--- src/rtl/ucode_seq_ctl_if.sv ---
// Handshake/bus bundle between the R/E pipeline and the microcode sequencer.
// Latency: none (wires only).
// Backpressure: none here; the sequencer stalls the R-stage through ucode_busy.
//
// Pipeline -> sequencer:
//   ucode_in_r   R-stage op needs microcode (traps arrive here too)
//   rom_addr     next ROM address from ucode_add (rom_start or next_addr)
//   u_f_done     done field of the microword at rom_addr_e
//   iu_hold_e    pipeline hold, freezes the sequencer
//   iu_flush_e   kills any in-flight sequence
// Sequencer -> pipeline:
//   u_done_l     low = idle/done (ucode_add selects rom_start)
//   rom_addr_e   address of the executing microword
//   nxt_addr_1/2/3  rom_addr_e + 1/2/3, wrapping at 2**AW
//   ucode_busy   sequence active, R-stage must not issue
//   ucode_cnt    unheld cycles spent in the current/last sequence
//   ucode_timeout  one-cycle pulse on watchdog abort
interface ucode_seq_ctl_if #(
  parameter int AW = 9,
  parameter int CW = 7
);
  logic          ucode_in_r;
  logic [AW-1:0] rom_addr;
  logic          u_f_done;
  logic          iu_hold_e;
  logic          iu_flush_e;

  logic          u_done_l;
  logic [AW-1:0] rom_addr_e;
  logic [AW-1:0] nxt_addr_1;
  logic [AW-1:0] nxt_addr_2;
  logic [AW-1:0] nxt_addr_3;
  logic          ucode_busy;
  logic [CW-1:0] ucode_cnt;
  logic          ucode_timeout;

  // Pipeline / decode side.
  modport master (
    output ucode_in_r, rom_addr, u_f_done, iu_hold_e, iu_flush_e,
    input  u_done_l, rom_addr_e, nxt_addr_1, nxt_addr_2, nxt_addr_3,
           ucode_busy, ucode_cnt, ucode_timeout
  );

  // Sequencer side.
  modport slave (
    input  ucode_in_r, rom_addr, u_f_done, iu_hold_e, iu_flush_e,
    output u_done_l, rom_addr_e, nxt_addr_1, nxt_addr_2, nxt_addr_3,
           ucode_busy, ucode_cnt, ucode_timeout
  );
endinterface

--- src/rtl/ucode_seq_ctl.sv ---
// Microcode ROM address sequencer: registers the executing address, runs IDLE/RUN/HOLD.
// Latency: start microword executes 1 cycle after R decode; nxt_addr_k are combinational.
// Backpressure: iu_hold_e freezes all state; ucode_busy stalls R-stage issue while active.
//
// Ports:
//   clk    core clock
//   reset  asynchronous active-high reset
//   bus    ucode_seq_ctl_if.slave (see the interface file for signal meanings)
// Parameters:
//   AW        ROM address width
//   CW        cycle/watchdog counter width
//   MAX_UCYC  unheld RUN cycles allowed before a forced abort (< 2**CW)
module ucode_seq_ctl #(
  parameter int AW       = 9,
  parameter int CW       = 7,
  parameter int MAX_UCYC = 100
) (
  input  logic             clk,
  input  logic             reset,
  ucode_seq_ctl_if.slave   bus
);

  localparam logic [1:0] ST_IDLE = 2'd0;
  localparam logic [1:0] ST_RUN  = 2'd1;
  localparam logic [1:0] ST_HOLD = 2'd2;

  localparam logic [CW-1:0] CNT_SAT  = {CW{1'b1}};
  localparam logic [CW-1:0] WDOG_LIM = CW'(MAX_UCYC);

  logic [1:0]    state_q,   state_d;
  logic [AW-1:0] addr_q,    addr_d;
  logic [CW-1:0] cnt_q,     cnt_d;
  logic          done_l_q,  done_l_d;
  logic          busy_q,    busy_d;
  logic          timeout_q, timeout_d;

  always_comb begin
    state_d   = state_q;
    addr_d    = addr_q;
    cnt_d     = cnt_q;
    done_l_d  = done_l_q;
    busy_d    = busy_q;
    // Pulse: cleared every edge, including held ones.
    timeout_d = 1'b0;

    if (bus.iu_flush_e) begin
      // Flush beats hold; address and count are left for debug visibility.
      state_d  = ST_IDLE;
      done_l_d = 1'b0;
      busy_d   = 1'b0;
    end else begin
      case (state_q)
        ST_IDLE: begin
          if (bus.ucode_in_r && !bus.iu_hold_e) begin
            state_d  = ST_RUN;
            addr_d   = bus.rom_addr;
            cnt_d    = {{(CW-1){1'b0}}, 1'b1};
            done_l_d = 1'b1;
            busy_d   = 1'b1;
          end
        end

        // HOLD behaves exactly like RUN once the hold drops, so the
        // first unheld edge already advances; no extra bubble.
        ST_RUN, ST_HOLD: begin
          if (bus.iu_hold_e) begin
            state_d = ST_HOLD;
          end else if (bus.u_f_done) begin
            state_d  = ST_IDLE;
            done_l_d = 1'b0;
            busy_d   = 1'b0;
          end else if (cnt_q == WDOG_LIM) begin
            state_d   = ST_IDLE;
            done_l_d  = 1'b0;
            busy_d    = 1'b0;
            timeout_d = 1'b1;
          end else begin
            state_d = ST_RUN;
            addr_d  = bus.rom_addr;
            if (cnt_q != CNT_SAT) begin
              cnt_d = cnt_q + {{(CW-1){1'b0}}, 1'b1};
            end
          end
        end

        default: begin
          // Unreachable encoding: fall back to a safe idle.
          state_d  = ST_IDLE;
          done_l_d = 1'b0;
          busy_d   = 1'b0;
        end
      endcase
    end
  end

  always_ff @(posedge clk or posedge reset) begin
    if (reset) begin
      state_q   <= ST_IDLE;
      addr_q    <= '0;
      cnt_q     <= '0;
      done_l_q  <= 1'b0;
      busy_q    <= 1'b0;
      timeout_q <= 1'b0;
    end else begin
      state_q   <= state_d;
      addr_q    <= addr_d;
      cnt_q     <= cnt_d;
      done_l_q  <= done_l_d;
      busy_q    <= busy_d;
      timeout_q <= timeout_d;
    end
  end

  assign bus.u_done_l      = done_l_q;
  assign bus.rom_addr_e    = addr_q;
  assign bus.ucode_busy    = busy_q;
  assign bus.ucode_cnt     = cnt_q;
  assign bus.ucode_timeout = timeout_q;

  // Lookahead addresses for ucode_add; natural AW-bit wrap.
  assign bus.nxt_addr_1 = addr_q + AW'(1);
  assign bus.nxt_addr_2 = addr_q + AW'(2);
  assign bus.nxt_addr_3 = addr_q + AW'(3);

endmodule
--- src/flat_wrapper.sv ---
// flat-port wrapper written by rule: the top's interface ports become plain ports
module ucode_seq_ctl_flat 
#(
  parameter int AW       = 9,
  parameter int CW       = 7,
  parameter int MAX_UCYC = 100
)
  (clk, reset, bus_ucode_in_r, bus_rom_addr, bus_u_f_done, bus_iu_hold_e, bus_iu_flush_e, bus_u_done_l, bus_rom_addr_e, bus_nxt_addr_1, bus_nxt_addr_2, bus_nxt_addr_3, bus_ucode_busy, bus_ucode_cnt, bus_ucode_timeout);
  ucode_seq_ctl_if #(.AW(AW), .CW(CW)) bus_i ();
  input  logic clk;
  input  logic reset;
  input wire logic [$bits(bus_i.ucode_in_r)-1:0] bus_ucode_in_r;
  input wire logic [$bits(bus_i.rom_addr)-1:0] bus_rom_addr;
  input wire logic [$bits(bus_i.u_f_done)-1:0] bus_u_f_done;
  input wire logic [$bits(bus_i.iu_hold_e)-1:0] bus_iu_hold_e;
  input wire logic [$bits(bus_i.iu_flush_e)-1:0] bus_iu_flush_e;
  output wire logic [$bits(bus_i.u_done_l)-1:0] bus_u_done_l;
  output wire logic [$bits(bus_i.rom_addr_e)-1:0] bus_rom_addr_e;
  output wire logic [$bits(bus_i.nxt_addr_1)-1:0] bus_nxt_addr_1;
  output wire logic [$bits(bus_i.nxt_addr_2)-1:0] bus_nxt_addr_2;
  output wire logic [$bits(bus_i.nxt_addr_3)-1:0] bus_nxt_addr_3;
  output wire logic [$bits(bus_i.ucode_busy)-1:0] bus_ucode_busy;
  output wire logic [$bits(bus_i.ucode_cnt)-1:0] bus_ucode_cnt;
  output wire logic [$bits(bus_i.ucode_timeout)-1:0] bus_ucode_timeout;
  assign bus_i.ucode_in_r = bus_ucode_in_r;
  assign bus_i.rom_addr = bus_rom_addr;
  assign bus_i.u_f_done = bus_u_f_done;
  assign bus_i.iu_hold_e = bus_iu_hold_e;
  assign bus_i.iu_flush_e = bus_iu_flush_e;
  assign bus_u_done_l = bus_i.u_done_l;
  assign bus_rom_addr_e = bus_i.rom_addr_e;
  assign bus_nxt_addr_1 = bus_i.nxt_addr_1;
  assign bus_nxt_addr_2 = bus_i.nxt_addr_2;
  assign bus_nxt_addr_3 = bus_i.nxt_addr_3;
  assign bus_ucode_busy = bus_i.ucode_busy;
  assign bus_ucode_cnt = bus_i.ucode_cnt;
  assign bus_ucode_timeout = bus_i.ucode_timeout;
  ucode_seq_ctl #(.AW(AW), .CW(CW), .MAX_UCYC(MAX_UCYC)) u_core (.clk(clk), .reset(reset), .bus(bus_i));
endmodule
--- config.mk ---
export PLATFORM = sky130hd
export DESIGN_NAME = ucode_seq_ctl_flat
export DESIGN_NICKNAME = d
export VERILOG_FILES = /design/src/rtl/ucode_seq_ctl_if.sv /design/src/rtl/ucode_seq_ctl.sv /design/src/flat_wrapper.sv
export SDC_FILE = /design/constraint.sdc
export NUM_CORES = 1
export LEC_CHECK = 0
export ABC_AREA = 0
export BUFFER_PORTS_ARGS = -buffer_cell sky130_fd_sc_hd__buf_2
export CAP_MARGIN = 10
export CORE_UTILIZATION = 43
export DETAILED_ROUTE_END_ITERATION = 8
export PLACE_DENSITY = 0.85
export SKIP_LAST_GASP = 1
export SYNTH_ARGS = -nofsm -noshare
export SYNTH_HDL_FRONTEND = slang
export SYNTH_SLANG_ARGS = --single-unit
--- constraint.sdc ---
create_clock -name clk -period 1.84 [get_ports clk]
set_input_delay 0.092 -clock clk [delete_from_list [all_inputs] [get_ports clk]]
set_output_delay 0.092 -clock clk [all_outputs]
set_load 0.05 [all_outputs]
==> flow_summary_export.csv, run 1 <==
group,metric,value,unit
run_status,outcome,"finished, final reports clean",
worst_setup_path,worstSetupPathType,"flop to primary output",
final_layout,design.final.nets,260,
yosys,synth_area,1470,µm²
timing,fin_worst_skew,0.000986,ns
yosys,ys.flop_type,"dfrtp_1",
yosys,synth_cell_type_count,41,
route,wl,4160,µm
cts,worstSkewPairLatency,0.29,ns
route,wl_per_cell,14.9,µm
die,io_pins,61,
timing,fmax,0.544,GHz
grt,grt_pass1_vias,1326,
route,first_pass_iters,4,
yosys,yosysSeqAreaShare,0.341,
place,place_area,2150,µm²
yosys,synthArstFlopShare,1.00,
route,drt-initial-drc-count,42,
die,coreArea,3150,µm²
final_layout,finalInstanceArea,2370,µm²
die,die_h,60.4,µm
final_layout,diodes,0,
worst_hold_path,hold_class,"primary input to flop",
timing,report.final.slew_viol_count,0,
route,ant_nets,0,
yosys,yosys_warnings,0,
die,die_area,3650,µm²
worst_setup_path,crit_path_top_delay_cell,"dfrtp_2",
yosys,yosysMostFrequentCell,"dfrtp_1",
die,initial_core_util,0.465,
grt,antenna_found_initial,0,
place,place.gp.congestion,0.857,
final_layout,area_growth,61.9,%
worst_setup_path,end_kind,"primary output",
cts,cts_tree,"yes",
cts,cts_buffers,3,
yosys,syn_inst,160,
cts,clkTransAtPathRegs,0.10,ns
worst_setup_path,worstPathMaxFanout,6,
route,vias,1476,
grt,grt_max_degree,21,
worst_setup_path,critPathMaxStageDelay,0.47,ns
timing,rsz0062_at_grt,"yes",
yosys,synth_top_cells_by_area,"dfrtp_1, mux2_2, ha_1",
yosys,synth_top_cell_by_area,"dfrtp_1",
route,vias_per_cell,5.29,
final_layout,fillCellCount,213,
final_layout,utilization,0.753,
timing,tightest_slew,0.726,ns
yosys,synth_common_cells,"dfrtp_1, inv_1, nand2_1, xnor2_1, xor2_1",
die,die_w,60.4,µm
cts,clk_path_buf_depth,2,
die,num_rows,20,
worst_setup_path,arrival,1.74,ns
worst_setup_path,startpoint_type,"flop",
yosys,netlist.area_leader.share,0.341,
yosys,mappedNetlistNets,183,
timing,slew_headroom,0.515,
worst_setup_path,critPathTopFamily,"flip-flops",
worst_setup_path,path_cells,"clkinvlp_4, ha_2, a21oi_4, nor3_2, xor2_2, buf_6",
yosys,avgSynthCellArea,9.17,µm²
place,portBuffers,60,
timing,setup_viol,0,
timing,period_share,0.998,
cts,htreeDepth,1,
yosys,ys_ff_latch,20,
cts,clock_sinks,20,
route,drc,0,
worst_setup_path,cp.required,1.75,ns
flow_run,maxCapViolations,0,
grt,gr-usage-all-layers,0.223,
grt,grt_pass1_wl,6070,µm
final_layout,drive_above_1_share,0.630,
grt,grt-ovfl-total,0,
timing,min_period,1.84,ns
worst_setup_path,critPathBufInv,2,
cts,clock-root-buffer,"clkbuf_4",
place,dpl.hpwl,2940,µm
yosys,synth_edf_count,0,
timing,hold_viol,0,
worst register-to-register path: cells and delay by family, from the launching register on:
family | cells | cell delay [ns]
mux | 1 | 0.33
fa+ha+maj | 1 | 0.17
flops | 1 | 0.37
simple gates | 1 | 0.21
compound gates | 2 | 0.41
buf+inv | 2 | 0.18
flip-flops by register name, summed over array words and instances, names as in the netlist:
register,cells
u_core.bus.ucode_cnt,7
u_core.bus.ucode_timeout,1
u_core.bus.rom_addr_e,9
u_core.state_q,2
u_core.bus.ucode_busy,1
cell families (layout without fill, tap and decap cells):
group | Yosys count | after routing | synth area share
xor+xnor | 20 | 20 | 0.119
fa+ha+maj | 8 | 8 | 0.0683
compound gates | 29 | 29 | 0.147
flops | 20 | 20 | 0.341
simple gates | 50 | 50 | 0.180
mux | 9 | 9 | 0.0691
buf+inv | 24 | 99 | 0.0751
path summary, 6_finish.rpt:
path	from	end	slack (ns)	depth (start not counted)
max	u_core.bus.rom_addr_e[1]	bus_nxt_addr_3[7]	0.003	6
min reg2reg	u_core.bus.ucode_cnt[6]	u_core.bus.ucode_cnt[6]	0.55	1
min in group asynchronous	reset	u_core.bus.ucode_cnt[3]	0.45	3
min	bus_iu_flush_e	u_core.state_q[1]	0.01	2
max reg2reg	u_core.bus.ucode_cnt[1]	u_core.bus.rom_addr_e[1]	0.06	7
max in group asynchronous	reset	u_core.bus.ucode_cnt[4]	0.89	3
placed cells by master (no fill, tap or decap), types with 3 or more instances in the layout:
cell type	n
buf_2	48
buf_4	26
dfrtp_2	12
nand2_1	10
inv_1	9
mux2_4	8
dfrtp_1	8
nand3_1	7
buf_6	7
o21ai_0	6
xor2_2	6
xnor2_2	6
nor2_2	5
nor2_1	4
nor3_1	4
inv_2	3
o211ai_1	3
or4_1	3
xnor2_4	3
a21oi_1	3
ha_1	3
ha_2	3
clkbuf_4	3
per-layer routing:
layer | up-vias | wire length (µm) | global-route usage
li1 | 710 | - | -
met1 | 710 | 1710 | 0.294
met2 | 52 | 2230 | 0.402
met3 | 4 | 174 | 0.0213
met4 | 0 | 46 | 0.0432
met5 | - | 0 | 0
through the flow:
step,instances,hold WS [ns],setup TNS [ns],setup WS (ns)
floorplan,160,0.0550,-2.20,-0.260
global placement,266,0.250,0,0.113
detailed placement,266,0.253,0,0.0770
CTS,271,0.0105,-0.0616,-0.0290
global route,279,0.0122,-0.486,-0.115
finish,279,0.0129,0,0.00324
what timing repair did:
action | in CTS | in global routing
buffers inserted | 1 | 8
gates resized for setup | 16 | 23
hold buffers | 1 | 0
setup endpoints to repair | 10 | 27
pin swaps | 1 | 5
hold endpoints to repair | 20 | 0
layout make-up:
type | instances | area (µm²) | share of cell area
Timing Repair Buffer | 83 | 544 | 0.229
Sequential cell | 20 | 515 | 0.217
Inverter | 13 | 52.6 | 0.0221
Clock buffer | 3 | 22.5 | 0.00948
Multi-Input combinational cell | 116 | 1180 | 0.499
Tap cell | 44 | 55.1 | 0.0232
Power of run 1 is not shown: default switching activity piles up to over one toggle a cycle in this logic, so the estimate is an artifact.
==> inputs of run 2 (changes only) <==
--- a/config.mk
+++ b/config.mk
@@ -8,9 +8,9 @@
 export ABC_AREA = 0
 export BUFFER_PORTS_ARGS = -buffer_cell sky130_fd_sc_hd__buf_2
 export CAP_MARGIN = 10
-export CORE_UTILIZATION = 43
+export CORE_UTILIZATION = 45
 export DETAILED_ROUTE_END_ITERATION = 8
-export PLACE_DENSITY = 0.85
+export PLACE_DENSITY = 0.76
 export SKIP_LAST_GASP = 1
 export SYNTH_ARGS = -nofsm -noshare
 export SYNTH_HDL_FRONTEND = slang
==> constraint.sdc (replaced) <==
create_clock -name clk -period 2.1 [get_ports clk]
set_input_delay 0.105 -clock clk [delete_from_list [all_inputs] [get_ports clk]]
set_output_delay 0.105 -clock clk [all_outputs]
set_load 0.05 [all_outputs]
==> run 2 against run 1 <==
Final area fell by 17%. Global-route usage shrank 2.7 points. Worst hold slack worse by 0.0012 ns. Flip-flop and latch count did not move. Critical endpoint is now bus_nxt_addr_3[6]. Highest routed layer unchanged.
==> flow_summary_export.csv, run 2 (same netlist as run 1, synthesis figures left out) <==
group,metric,value,unit
worst_setup_path,r2r_start,"u_core.bus.ucode_cnt[0]",
timing,fin_tns_setup,0,ns
worst_setup_path,rrSetupSlack,0.21,ns
worst_setup_path,regToRegEndpoint,"u_core.bus.rom_addr_e[2]",
place,portBuffers,60,
timing,setup_viol,0,
worst_hold_path,holdCritStartpoint,"bus_iu_flush_e",
grt,grt_pass1_wl,5250,µm
worst_setup_path,critPathMaxStageDelay,0.47,ns
worst_setup_path,crit_path_top_delay_cell,"dfrtp_2",
worst_setup_path,path_cells,"clkinvlp_4, ha_2, nor3_1, xor2_2, buf_2",
cts,clk_path_buf_depth,2,
route,drc,0,
grt,grt_max_degree,21,
timing,hold_viol,0,
route,wl,3260,µm
grt,grt_pass1_vias,1210,
timing,min_period,2.00,ns
worst_setup_path,critPathTopFamily,"flip-flops",
final_layout,largest_register_ffs,9,
place,dpl.hpwl,2490,µm
route,wl_per_cell,12.4,µm
place,place.gp.congestion,0.858,
timing,hold_ws,0.0117,ns
die,io_pins,61,
grt,grt-ovfl-total,0,
final_layout,area_growth,33.8,%
worst_setup_path,cp.required,2.00,ns
flow_run,maxCapViolations,0,
timing,fmax,0.499,GHz
final_layout,diodes,0,
place,place_ws,0.206,ns
cts,clock_sinks,20,
grt,gr-usage-all-layers,0.196,
cts,postCtsSetupBuffers,0,
die,die_h,59.1,µm
place,place_area,1900,µm²
grt,antenna_found_initial,0,
die,coreArea,3080,µm²
worst_setup_path,end_kind,"primary output",
worst_setup_path,critPathBufInv,2,
cts,htreeDepth,1,
worst_hold_path,hold_class,"primary input to flop",
cts,worstSkewPairLatency,0.31,ns
die,initial_core_util,0.476,
worst_setup_path,startpoint_type,"flop",
worst_setup_path,worstPathMaxFanout,7,
worst_hold_path,whs_path_depth,2,
route,vias_per_cell,5.25,
route,first_pass_iters,4,
worst_setup_path,worstSetupPathType,"flop to primary output",
cts,clkTransAtPathRegs,0.11,ns
final_layout,seqCellArea,505,µm²
route,vias,1381,
timing,report.final.slew_viol_count,0,
cts,cts_tree,"yes",
final_layout,multi_input_area,962,µm²
cts,clock-root-buffer,"clkbuf_4",
run_status,outcome,"finished, final reports clean",
timing,period_share,0.954,
worst_hold_path,whs_endpoint,"u_core.state_q[1]",
final_layout,design.final.nets,243,
die,num_rows,20,
route,drt-initial-drc-count,48,
timing,fin_worst_skew,0.00389,ns
final_layout,mostFrequentLayoutCells,"buf_2, dfrtp_1, inv_1, nand2_1",
final_layout,final_common_cell,"buf_2",
timing,setup_ws,0.0969,ns
final_layout,fillCellCount,289,
final_layout,drive_above_1_share,0.470,
timing,tightest_slew,0.755,ns
route,ant_nets,0,
cts,cts_buffers,3,
die,die_w,59.1,µm
timing,rsz0062_at_grt,"yes",
timing,slew_headroom,0.496,
final_layout,finalInstanceArea,1960,µm²
worst_setup_path,rr_worst_depth,7,
worst_setup_path,arrival,1.90,ns
die,die_area,3490,µm²
## run 2: changes by cell type in the layout (fill, tap and decap cells not counted), sizes merged
cell	change
clkbuf	+2
buf	-18
## run 2: worst reg2reg max path, cell delays in order, from the launching register on
cell      delay (ns)
dfrtp_2         0.41
inv_1           0.05
ha_1            0.19
and4bb_4        0.21
a21o_4          0.26
a21oi_2         0.14
buf_4           0.18
mux2_2          0.34
## run 2: layout make-up
| type | count | area share |
|---|---|---|
| Timing Repair Buffer | 66 | 0.179 |
| Sequential cell | 20 | 0.258 |
| Inverter | 13 | 0.0268 |
| Tap cell | 44 | 0.0281 |
| Multi-Input combinational cell | 116 | 0.490 |
| Clock buffer | 4 | 0.0185 |
## run 2: worst max-delay path by stage
stage | slack (ns) | cells past startpoint | to | start
after floorplan | -0.07 | 4 | bus_nxt_addr_3[8] | u_core.bus.rom_addr_e[1]
final | 0.1 | 5 | bus_nxt_addr_3[6] | u_core.bus.rom_addr_e[1]
after global routing | -0.03 | 5 | bus_nxt_addr_3[6] | u_core.bus.rom_addr_e[1]
after detailed placement | 0.21 | 7 | u_core.bus.rom_addr_e[2] | u_core.bus.ucode_cnt[0]
after global placement | 0.25 | 7 | u_core.bus.rom_addr_e[0] | u_core.bus.ucode_cnt[0]
after CTS | 0.04 | 5 | bus_nxt_addr_3[8] | u_core.bus.rom_addr_e[1]
## run 2: through the flow
step | utilization | instances
global placement | 0.618 | 258
floorplan | - | 160
finish | 0.637 | 263
detailed placement | 0.618 | 258
global route | 0.637 | 263
CTS | 0.633 | 263
## run 2: timing repair
item | 4_1_cts | 5_1_grt
endpoints found under the hold margin | 20 | 0
resized for setup | 0 | 3
hold buffers | 1 | 0
endpoints found under the setup margin | 0 | 4
## run 2: metal layers
layer  wire (µm)  vias to the layer above  track usage
met2        1570                       47        0.339
met1        1480                      656        0.247
li1            -                      673            -
met5           0                        -            0
met4          51                        0       0.0782
met3         154                        5       0.0262
Power of run 2 is left out for the same reason.
